### src/rtl/forthsuper_pkg.sv
// Types and helpers shared by the Forth front-end blocks: the parser that
// extracts tokens and the dictionary finder that looks them up.
package forthsuper_pkg;

  localparam logic [7:0] BL = 8'h20;

  typedef enum logic [2:0] {
    IDLE = 3'd0,
    SKP  = 3'd1,
    SEV  = 3'd2,
    WR   = 3'd3,
    CRD  = 3'd4,
    CEV  = 3'd5,
    LEN  = 3'd6,
    DONE = 3'd7
  } parser_sts;

  typedef enum logic [2:0] {
    FND_IDLE = 3'd0,
    FND_LFA  = 3'd1,
    FND_LEV  = 3'd2,
    FND_CMP  = 3'd3,
    FND_CEV  = 3'd4,
    FND_NXT  = 3'd5,
    FND_HIT  = 3'd6,
    FND_MISS = 3'd7
  } finder_sts;

  // A blank delimiter stands for all control characters and space.
  function automatic logic isd(input logic [7:0] x, input logic [7:0] delim);
    logic r;
    if (delim == BL) begin
      r = (x <= BL);
    end else begin
      r = (x == delim);
    end
    return r;
  endfunction

endpackage

### src/rtl/ibus8.sv
// Byte-wide memory bus shared by the parser and the finder; the master drives
// address, write enable and write data, read data returns on a separate port.
interface iBus8 #(
  parameter int ASZ = 17,
  parameter int DSZ = 8
);
  logic [ASZ-1:0] ai;
  logic           we;
  logic [DSZ-1:0] vi;

  modport master (output ai, output we, output vi);
  modport slave  (input ai, input we, input vi);
endinterface

### src/rtl/parser.sv
// Token parser: skips delimiters from >IN, copies the next word into TIB as a
// counted string and reports its length and the new >IN offset.
module parser
  import forthsuper_pkg::*;
#(
  parameter int DSZ    = 8,
  parameter int ASZ    = 17,
  parameter int ISZ    = 8,
  parameter int MAXLEN = 31
) (
  input  logic           clk,
  input  logic           rst_n,
  iBus8.master           bus,
  input  logic           en,
  input  logic [ASZ-1:0] ibuf,
  input  logic [ISZ-1:0] in,
  input  logic [ISZ-1:0] ntib,
  input  logic [ASZ-1:0] tib,
  input  logic [DSZ-1:0] delim,
  input  logic [DSZ-1:0] v,
  output logic           bsy,
  output logic [DSZ-1:0] len,
  output logic [ISZ-1:0] in_nxt,
  output parser_sts      st
);

  localparam logic [DSZ-1:0] MAX_CNT = DSZ'(MAXLEN);

  parser_sts      st_r;
  parser_sts      nxt_s;
  logic [ASZ-1:0] src_r;
  logic [ASZ-1:0] end_r;
  logic [ASZ-1:0] tib_r;
  logic [ASZ-1:0] base_r;
  logic [DSZ-1:0] cnt_r;
  logic [DSZ-1:0] ch_r;
  logic [DSZ-1:0] len_r;
  logic [ISZ-1:0] in_nxt_r;
  logic [ASZ-1:0] ai_s;
  logic           we_s;
  logic [DSZ-1:0] vi_s;
  logic           isd_s;
  logic           at_end_s;
  logic           room_s;

  assign isd_s    = isd(8'(v), 8'(delim));
  assign at_end_s = (src_r == end_r);
  assign room_s   = (cnt_r < MAX_CNT);

  // State register.
  always_ff @(posedge clk or negedge rst_n) begin
    if (!rst_n) begin
      st_r <= IDLE;
    end else begin
      st_r <= nxt_s;
    end
  end

  // Next-state decode.
  always_comb begin
    nxt_s = st_r;
    case (st_r)
      IDLE: if (en) nxt_s = SKP; else nxt_s = IDLE;
      SKP:  if (at_end_s) nxt_s = LEN; else nxt_s = SEV;
      SEV:  if (isd_s) nxt_s = SKP; else nxt_s = WR;
      WR:   nxt_s = CRD;
      CRD:  if (at_end_s) nxt_s = LEN; else nxt_s = CEV;
      CEV:  if (isd_s) nxt_s = LEN; else nxt_s = WR;
      LEN:  nxt_s = DONE;
      DONE: if (en) nxt_s = DONE; else nxt_s = IDLE;
      default: nxt_s = IDLE;
    endcase
  end

  // Bus drive, decoded purely from the current state so reset clears it at once.
  always_comb begin
    ai_s = '0;
    we_s = 1'b0;
    vi_s = '0;
    case (st_r)
      SKP, CRD: begin
        if (!at_end_s) begin
          ai_s = src_r;
        end else begin
          ai_s = '0;
        end
      end
      WR: begin
        if (room_s) begin
          ai_s = tib_r + ASZ'(1) + ASZ'(cnt_r);
          we_s = 1'b1;
          vi_s = ch_r;
        end else begin
          ai_s = '0;
        end
      end
      LEN: begin
        ai_s = tib_r;
        we_s = 1'b1;
        vi_s = cnt_r;
      end
      default: begin
        ai_s = '0;
      end
    endcase
  end

  assign bus.ai = ai_s;
  assign bus.we = we_s;
  assign bus.vi = vi_s;
  assign bsy    = (st_r != IDLE) && (st_r != DONE);
  assign st     = st_r;
  assign len    = len_r;
  assign in_nxt = in_nxt_r;

  // Datapath: scan pointers, count, captured character and results.
  // A start offset at or past the line end collapses the window to empty.
  always_ff @(posedge clk or negedge rst_n) begin
    if (!rst_n) begin
      src_r    <= '0;
      end_r    <= '0;
      tib_r    <= '0;
      base_r   <= '0;
      cnt_r    <= '0;
      ch_r     <= '0;
      len_r    <= '0;
      in_nxt_r <= '0;
    end else begin
      case (st_r)
        IDLE: begin
          if (en) begin
            src_r  <= ibuf + ASZ'(in);
            end_r  <= (in >= ntib) ? (ibuf + ASZ'(in)) : (ibuf + ASZ'(ntib));
            tib_r  <= tib;
            base_r <= ibuf;
            cnt_r  <= '0;
          end
        end
        SEV, CEV: begin
          src_r <= src_r + ASZ'(1);
          ch_r  <= v;
        end
        WR: begin
          if (room_s) begin
            cnt_r <= cnt_r + DSZ'(1);
          end
        end
        LEN: begin
          len_r    <= cnt_r;
          in_nxt_r <= ISZ'(src_r - base_r);
        end
        default: begin
          cnt_r <= cnt_r;
        end
      endcase
    end
  end

endmodule

### src/flat_wrapper.sv
// flat-port wrapper written by rule: the top's interface ports become plain ports
module parser_flat import forthsuper_pkg::*;
#(
  parameter int DSZ    = 8,
  parameter int ASZ    = 17,
  parameter int ISZ    = 8,
  parameter int MAXLEN = 31
)
  (clk, rst_n, en, ibuf, in, ntib, tib, delim, v, bsy, len, in_nxt, st, bus_ai, bus_we, bus_vi);
  iBus8 #(.ASZ(ASZ), .DSZ(DSZ)) bus_i ();
  input  logic clk;
  input  logic rst_n;
  input  logic en;
  input  logic [ASZ-1:0] ibuf;
  input  logic [ISZ-1:0] in;
  input  logic [ISZ-1:0] ntib;
  input  logic [ASZ-1:0] tib;
  input  logic [DSZ-1:0] delim;
  input  logic [DSZ-1:0] v;
  output logic bsy;
  output logic [DSZ-1:0] len;
  output logic [ISZ-1:0] in_nxt;
  output parser_sts st;
  output wire logic [$bits(bus_i.ai)-1:0] bus_ai;
  output wire logic [$bits(bus_i.we)-1:0] bus_we;
  output wire logic [$bits(bus_i.vi)-1:0] bus_vi;
  assign bus_ai = bus_i.ai;
  assign bus_we = bus_i.we;
  assign bus_vi = bus_i.vi;
  parser #(.DSZ(DSZ), .ASZ(ASZ), .ISZ(ISZ), .MAXLEN(MAXLEN)) u_core (.clk(clk), .rst_n(rst_n), .bus(bus_i), .en(en), .ibuf(ibuf), .in(in), .ntib(ntib), .tib(tib), .delim(delim), .v(v), .bsy(bsy), .len(len), .in_nxt(in_nxt), .st(st));
endmodule
### config.mk
export PLATFORM = sky130hd
export DESIGN_NAME = parser_flat
export DESIGN_NICKNAME = d
export VERILOG_FILES = /design/src/rtl/forthsuper_pkg.sv /design/src/rtl/ibus8.sv /design/src/rtl/parser.sv /design/src/flat_wrapper.sv
export SDC_FILE = /design/constraint.sdc
export NUM_CORES = 1
export LEC_CHECK = 0
export CORE_ASPECT_RATIO = 1.25
export CORE_MARGIN = 10
export CORE_UTILIZATION = 44
export DETAILED_ROUTE_END_ITERATION = 6
export PLACE_DENSITY = 0.71
export SLEW_MARGIN = 25
export SYNTH_ARGS = -nofsm -noshare
export SYNTH_HDL_FRONTEND = slang
export SYNTH_SLANG_ARGS = --single-unit
export TNS_END_PERCENT = 30
### constraint.sdc
create_clock -name clk -period 3.1 [get_ports clk]
set_clock_uncertainty 0.1 [all_clocks]
set_input_delay 0.775 -clock clk [delete_from_list [all_inputs] [get_ports clk]]
set_output_delay 0.775 -clock clk [all_outputs]
set_load 0.05 [all_outputs]
Word level (Yosys, flattened, before mapping)
Cells that the tools add are included.
Widths: inputs -> output; s select.
{"block": "op_classes", "n_mux": 21, "n_eq_ne": 13, "n_lt_le_gt_ge": 3, "addsub": 7, "reduce_logical": 10}
{"op": "$mux 17", "n": 4}
{"op": "$add 17x8->17", "n": 3}
{"op": "$pmux 17 s3", "n": 1}
{"op": "$add 17x1->17 const B", "n": 2}
{"op": "$pmux 17 s2", "n": 1}
{"op": "$pmux 8 s2", "n": 2}
{"op": "$mux 8", "n": 3}
{"op": "$pmux 3 s8", "n": 1}
{"op": "$eq 17x17->1", "n": 1}
{"op": "$eq 3x3->1 const B", "n": 4}
{"op": "$mux 3", "n": 3}
{"op": "$add 8x1->8 const B", "n": 1}
{"op": "$eq 8x6->1 const B", "n": 1}
{"op": "$eq 8x8->1", "n": 1}
{"op": "$ge 8x8->1", "n": 1}
{"op": "$le 8x6->1 const B", "n": 1}
{"op": "$lt 8x5->1 const B", "n": 1}
{"op": "$sub 8x8->8", "n": 1}
{"op": "$eq 3x2->1 const B", "n": 2}
{"op": "$mux 2", "n": 2}
{"op": "$reduce_and 2->1", "n": 2}
{"op": "$reduce_bool 2->1", "n": 2}
{"op": "$reduce_or 2->1", "n": 2}
{"op": "$eq 3x1->1 const B", "n": 1}
{"op": "9 further kinds", "n": 11}
{"block": "word_totals", "out_inout_bits": 46, "input_bits": 69, "elab_cells": 63, "ff_bits": 94}

Depth between registers and ports, before layout
{"block": "depth", "word_depth": 4, "depth_mapped": 10, "mapped_depth_nobuf": 10}

Worst setup path before layout
Ideal clock, no wire load.
{"block": "synth_timing", "kind": "flip-flop to output port", "startpoint": "register u_core.cnt_r[0]", "endpoint": "output bus_ai[14]", "path_buffers": 0, "t_arrival_ps": 2754, "path_stages_with_launch": 11, "t_required_ps": 2225, "setup_slack_ps": -529, "cell_sequence": "dfrtp_1 > inv_1 > ha_1 > inv_1 > fa_1 > a21o_1 > a221oi_1 > o21ai_1 > a21oi_1 > nor2_1 > o2bb2ai_1"}
{"block": "synth_via", "elab_chain_len": 3, "word_cells_on_any_way": 4, "cone_classes": "add/sub: 1; order compare: 1; mux: 2"}
{"item": "from (decl)", "line": "parser.sv:35", "rtl": "logic [DSZ-1:0] cnt_r;"}
{"item": "from (signal assigned)", "line": "parser.sv:145", "rtl": "cnt_r <= cnt_r + DSZ'(1);"}
{"item": "from (signal assigned)", "line": "parser.sv:153", "rtl": "cnt_r <= cnt_r;"}
{"item": "$add 17x8->17 / $lt 8x5->1 (equally long branches)", "line": "parser.sv:90, parser.sv:48"}
{"item": "$mux 17 *", "line": "parser.sv:89", "rtl": "if (room_s) begin"}
{"item": "$pmux 17 s3 *", "line": "parser.sv:80", "rtl": "case (st_r)"}
{"item": "to (decl)", "line": "flat_wrapper.sv:24", "rtl": "output wire logic [$bits(bus_i.ai)-1:0] bus_ai;"}
Mark *: on every way between the ends. The rest lies on a longest branch, timed or not.

Final worst setup path
{"block": "layout_timing", "startpoint": "register u_core.tib_r[0]", "endpoint": "output bus_ai[10]"}
{"block": "layout_via", "elab_chain_len": 4}
{"item": "from (decl)", "line": "parser.sv:33", "rtl": "logic [ASZ-1:0] tib_r;"}
{"item": "from (signal assigned)", "line": "parser.sv:134", "rtl": "tib_r <= tib;"}
{"item": "$add 17x1->17", "line": "parser.sv:90", "rtl": "ai_s = tib_r + ASZ'(1) + ASZ'(cnt_r);"}
{"item": "$add 17x8->17", "line": "parser.sv:90"}
{"item": "$mux 17", "line": "parser.sv:89"}
{"item": "$pmux 17 s3", "line": "parser.sv:80"}
Every way passes these cells.

==> results.toml <==
[die]
row_count = 50
core_sq_um = 15100
pin_count = 115
initial_core_util_pct = 45.0
dieArea_sq_um = 20800
chipWidth_microns = 131
die_y_microns = 159

[power]
ir_drop_uv = 427
p_comb_share_pct = 67.4
swShare_pct = 47.2
switchingPower_uw = 4720
p_int_uw = 5270
p_leak_uw = 0.00436
seqPwrFrac_pct = 22.3
clkPwrFrac_pct = 10.3
fin_total_pwr_uw = 9990
powerDensity_nw_per_um2 = 1050

[run_status]
violations = "negative setup slack"
outcome = "complete, but fails checks"

[yosys]
syn_inst = 806
synth_seq_cells = 94
synthDistinctLibCells = 67
synthArstFlopShare_pct = 100
yosysTopAreaCellShare_pct = 34.7
syn_nets = 920
yosysWarnings = 0
synth-main-ff-cell = "dfrtp_1"
avgSynthCellArea_sq_um = 8.41
syn_area_sq_um = 6780
synth_top_cell_by_area = "dfrtp_1"
synth_edf_count = 0
ys_top_cells_by_area = "dfrtp_1, nand2_1, ha_1, xor2_1, o21ai_0"
ys_seq_area_share_pct = 34.7

[finish]
postLayoutCoreUtil_pct = 63.0
num-nets-final = 1113
fillers = 1302
design_area_sq_um = 9500
seq_area_sq_um = 2350
syn_to_final_growth_pct = 40.1
drive_gt1_share_pct = 18.7
multi_input_area_sq_um = 4290
insertedDiodeCount = 0

[detailed_routing]
vias = 6628
viasPerCell = 5.47
drc = 0
drtAntennaViolNets = 0
drt_iter0_drc = 424
finalWirelength_mm = 20.8
routedWlPerCell_microns = 17.1
dr.pass1.iters = 5

[global_route]
grt_pass1_wl_mm = 33.5
grt_start_max_net_pins = 48
first_global_vias = 6784
grt_usage_pct = 19.9
antenna_found_initial = 0
grt-ovfl-total = 0

[clock_tree]
cts_buffer_depth = 2
cts_max_level = 3
cts_buffers = 9
cts_sinks = 94
cts-root-buf = "clkbuf_16"
cts_tree = "done"
clk_pin_slew_worst_paths_ps = 60
postCtsHoldBufs = 0
clock_latency_ps = 350

[timing]
fmax_mhz = 278
tightest_slew_ps = 888
hold_ws_ps = 253
slew_viol_final = 0
fin_crit_sh_pct = 116
setup_viol = 16
setup_ws_ps = -498
grt_setup_unrepaired = "true"
final-hold-violation-count = 0
fin_crit_ps = 3600
maxSlewHeadroom_pct = 40.8

[setup_path]
cp.depth = 11
cp_slowest_stage_delay_ps = 390
cpMaxStageDelayCell = "dfrtp_1"
end_kind = "output port"
worstSetupPathType = "flop to output port"
cp_common_cell = "inv_2"
ff2ff_path_depth = 7
critPathRequiredTime_ps = 2220
cp_data_arrival_time_ps = 2720
r2r-start = "u_core.st[0]$_DFF_PN0_"
cp-startpoint = "u_core.tib_r[0]$_DFFE_PN0P_"
cp_max_fo = 2
path_buf_inv = 3
cp_cell_sequence = "inv_2 > ha_4 > inv_2 > fa_2 > a21o_1 > a221oi_2 > o21ai_2 > and3_4 > nor3b_1 > a221o_1 > buf_12"
crit_family = "compound AO/OA/AOI/OAI gates"
r2r-end = "u_core.src_r[10]$_DFFE_PN0P_"
r2r_slack_ps = 740
start_kind = "flop"

[placement]
hpwlAfterDp_mm = 16.2
pre_cts_ws_ps = -317
gp_congestion = 0.887
dpl_cell_area_sq_um = 9060
portBuffers = 114

[flow_run]
maxCapViolCount = 0

[hold_path]
hp-class = "primary input to asynchronous set/reset pin"
## routing by layer
layer,routed length [microns],GRT usage [%]
met2,10300,34.2
met5,0,0
met3,1130,3.49
met4,765,9.22
met1,8530,23.0
## flip-flops by register name (all words and copies together) (netlist names)
name	flops
u_core.src_r	17
u_core.base_r	8
u_core.end_r	17
u_core.in_nxt	8
u_core.st	3
u_core.tib_r	17
u_core.len	8
u_core.cnt_r	8
u_core.ch_r	8
## layout by cell type (no fill, tap or decap), drive strengths merged, types with 15 or more instances in the layout
| cell | synthesis | routed |
|---|---|---|
| a21oi | 32 | 32 |
| a221o | 16 | 16 |
| and3 | 15 | 15 |
| buf | 17 | 136 |
| clkdlybuf4s50 | 0 | 86 |
| dfrtp | 94 | 94 |
| ha | 41 | 41 |
| inv | 24 | 24 |
| nand2 | 181 | 181 |
| nand3 | 23 | 23 |
| nor2 | 50 | 50 |
| nor3 | 18 | 18 |
| o21ai | 49 | 49 |
| xnor2 | 23 | 23 |
| xor2 | 39 | 39 |
## cell families after synthesis
kind of cell	after synthesis	synth area share [%]
multiplexers	13	2.12
flip-flops	94	34.7
AO/OA/AOI/OAI	183	19.0
AND/OR/NAND/NOR	345	23.3
XOR/XNOR	62	8.01
adder cells (fa/ha/maj)	45	8.75
buffers and inverters	64	4.17
## Yosys cell counts (all sizes together) (3+ instances only)
cell type / count
o211ai: 13
buf: 17
or3: 5
xor2: 39
fa: 4
and3: 15
dfrtp: 94
o21a: 6
nand3: 23
inv: 24
a211oi: 13
a221o: 16
mux2i: 12
xnor2: 23
a31oi: 3
nor3: 18
clkbuf: 23
o21ai: 49
nand4: 13
nor2: 50
o31ai: 3
ha: 41
o21bai: 4
a21o: 11
a311oi: 4
and2: 8
nand3b: 3
nand2b: 6
a22oi: 4
nor3b: 3
a21oi: 32
nor2b: 4
nand2: 181
nor4: 10
## worst max path at each step
stage | slack, ps | to
2_1_floorplan | -370 | bus_ai[10]
3_3_place_gp | -250 | bus_ai[10]
3_5_place_dp | -320 | u_core.end_r[12]$_DFFE_PN0P_
4_1_cts | -500 | bus_ai[16]
5_1_grt | -660 | bus_ai[10]
6_report | -500 | bus_ai[10]
## through the flow
stage	std cells	setup TNS, ps
2_1_floorplan	806	-1550
3_3_place_gp	1191	-3450
3_5_place_dp	1191	-5050
4_1_cts	1209	-5160
5_1_grt	1211	-7280
6_report	1211	-5240
## power groups by stage
stage,Sequential [uW],Combinational [uW],Clock (uW)
after floorplan,2540,3470,0
after global placement,2200,6410,0
after detailed placement,2230,6510,0
after CTS,2220,6660,1050
after global routing,2300,7230,1090
final,2230,6730,1030
## repair_timing
action / in CTS / in global routing
pin swaps: 8 / 6
setup endpoints to repair: 18 / 22
gates resized for setup: 17 / 12
endpoints found under the hold margin: 0 / 0
buffers inserted: 3 / 2
## cell type report
| type | count | area share, % |
|---|---|---|
| Clock buffer | 11 | 2.56 |
| Clock inverter | 4 | 0.250 |
| Inverter | 24 | 0.949 |
| Multi-Input combinational cell | 648 | 45.1 |
| Sequential cell | 94 | 24.8 |
| Tap cell | 208 | 2.74 |
| Timing Repair Buffer | 222 | 23.6 |
Power figures use the tool's default switching activity.
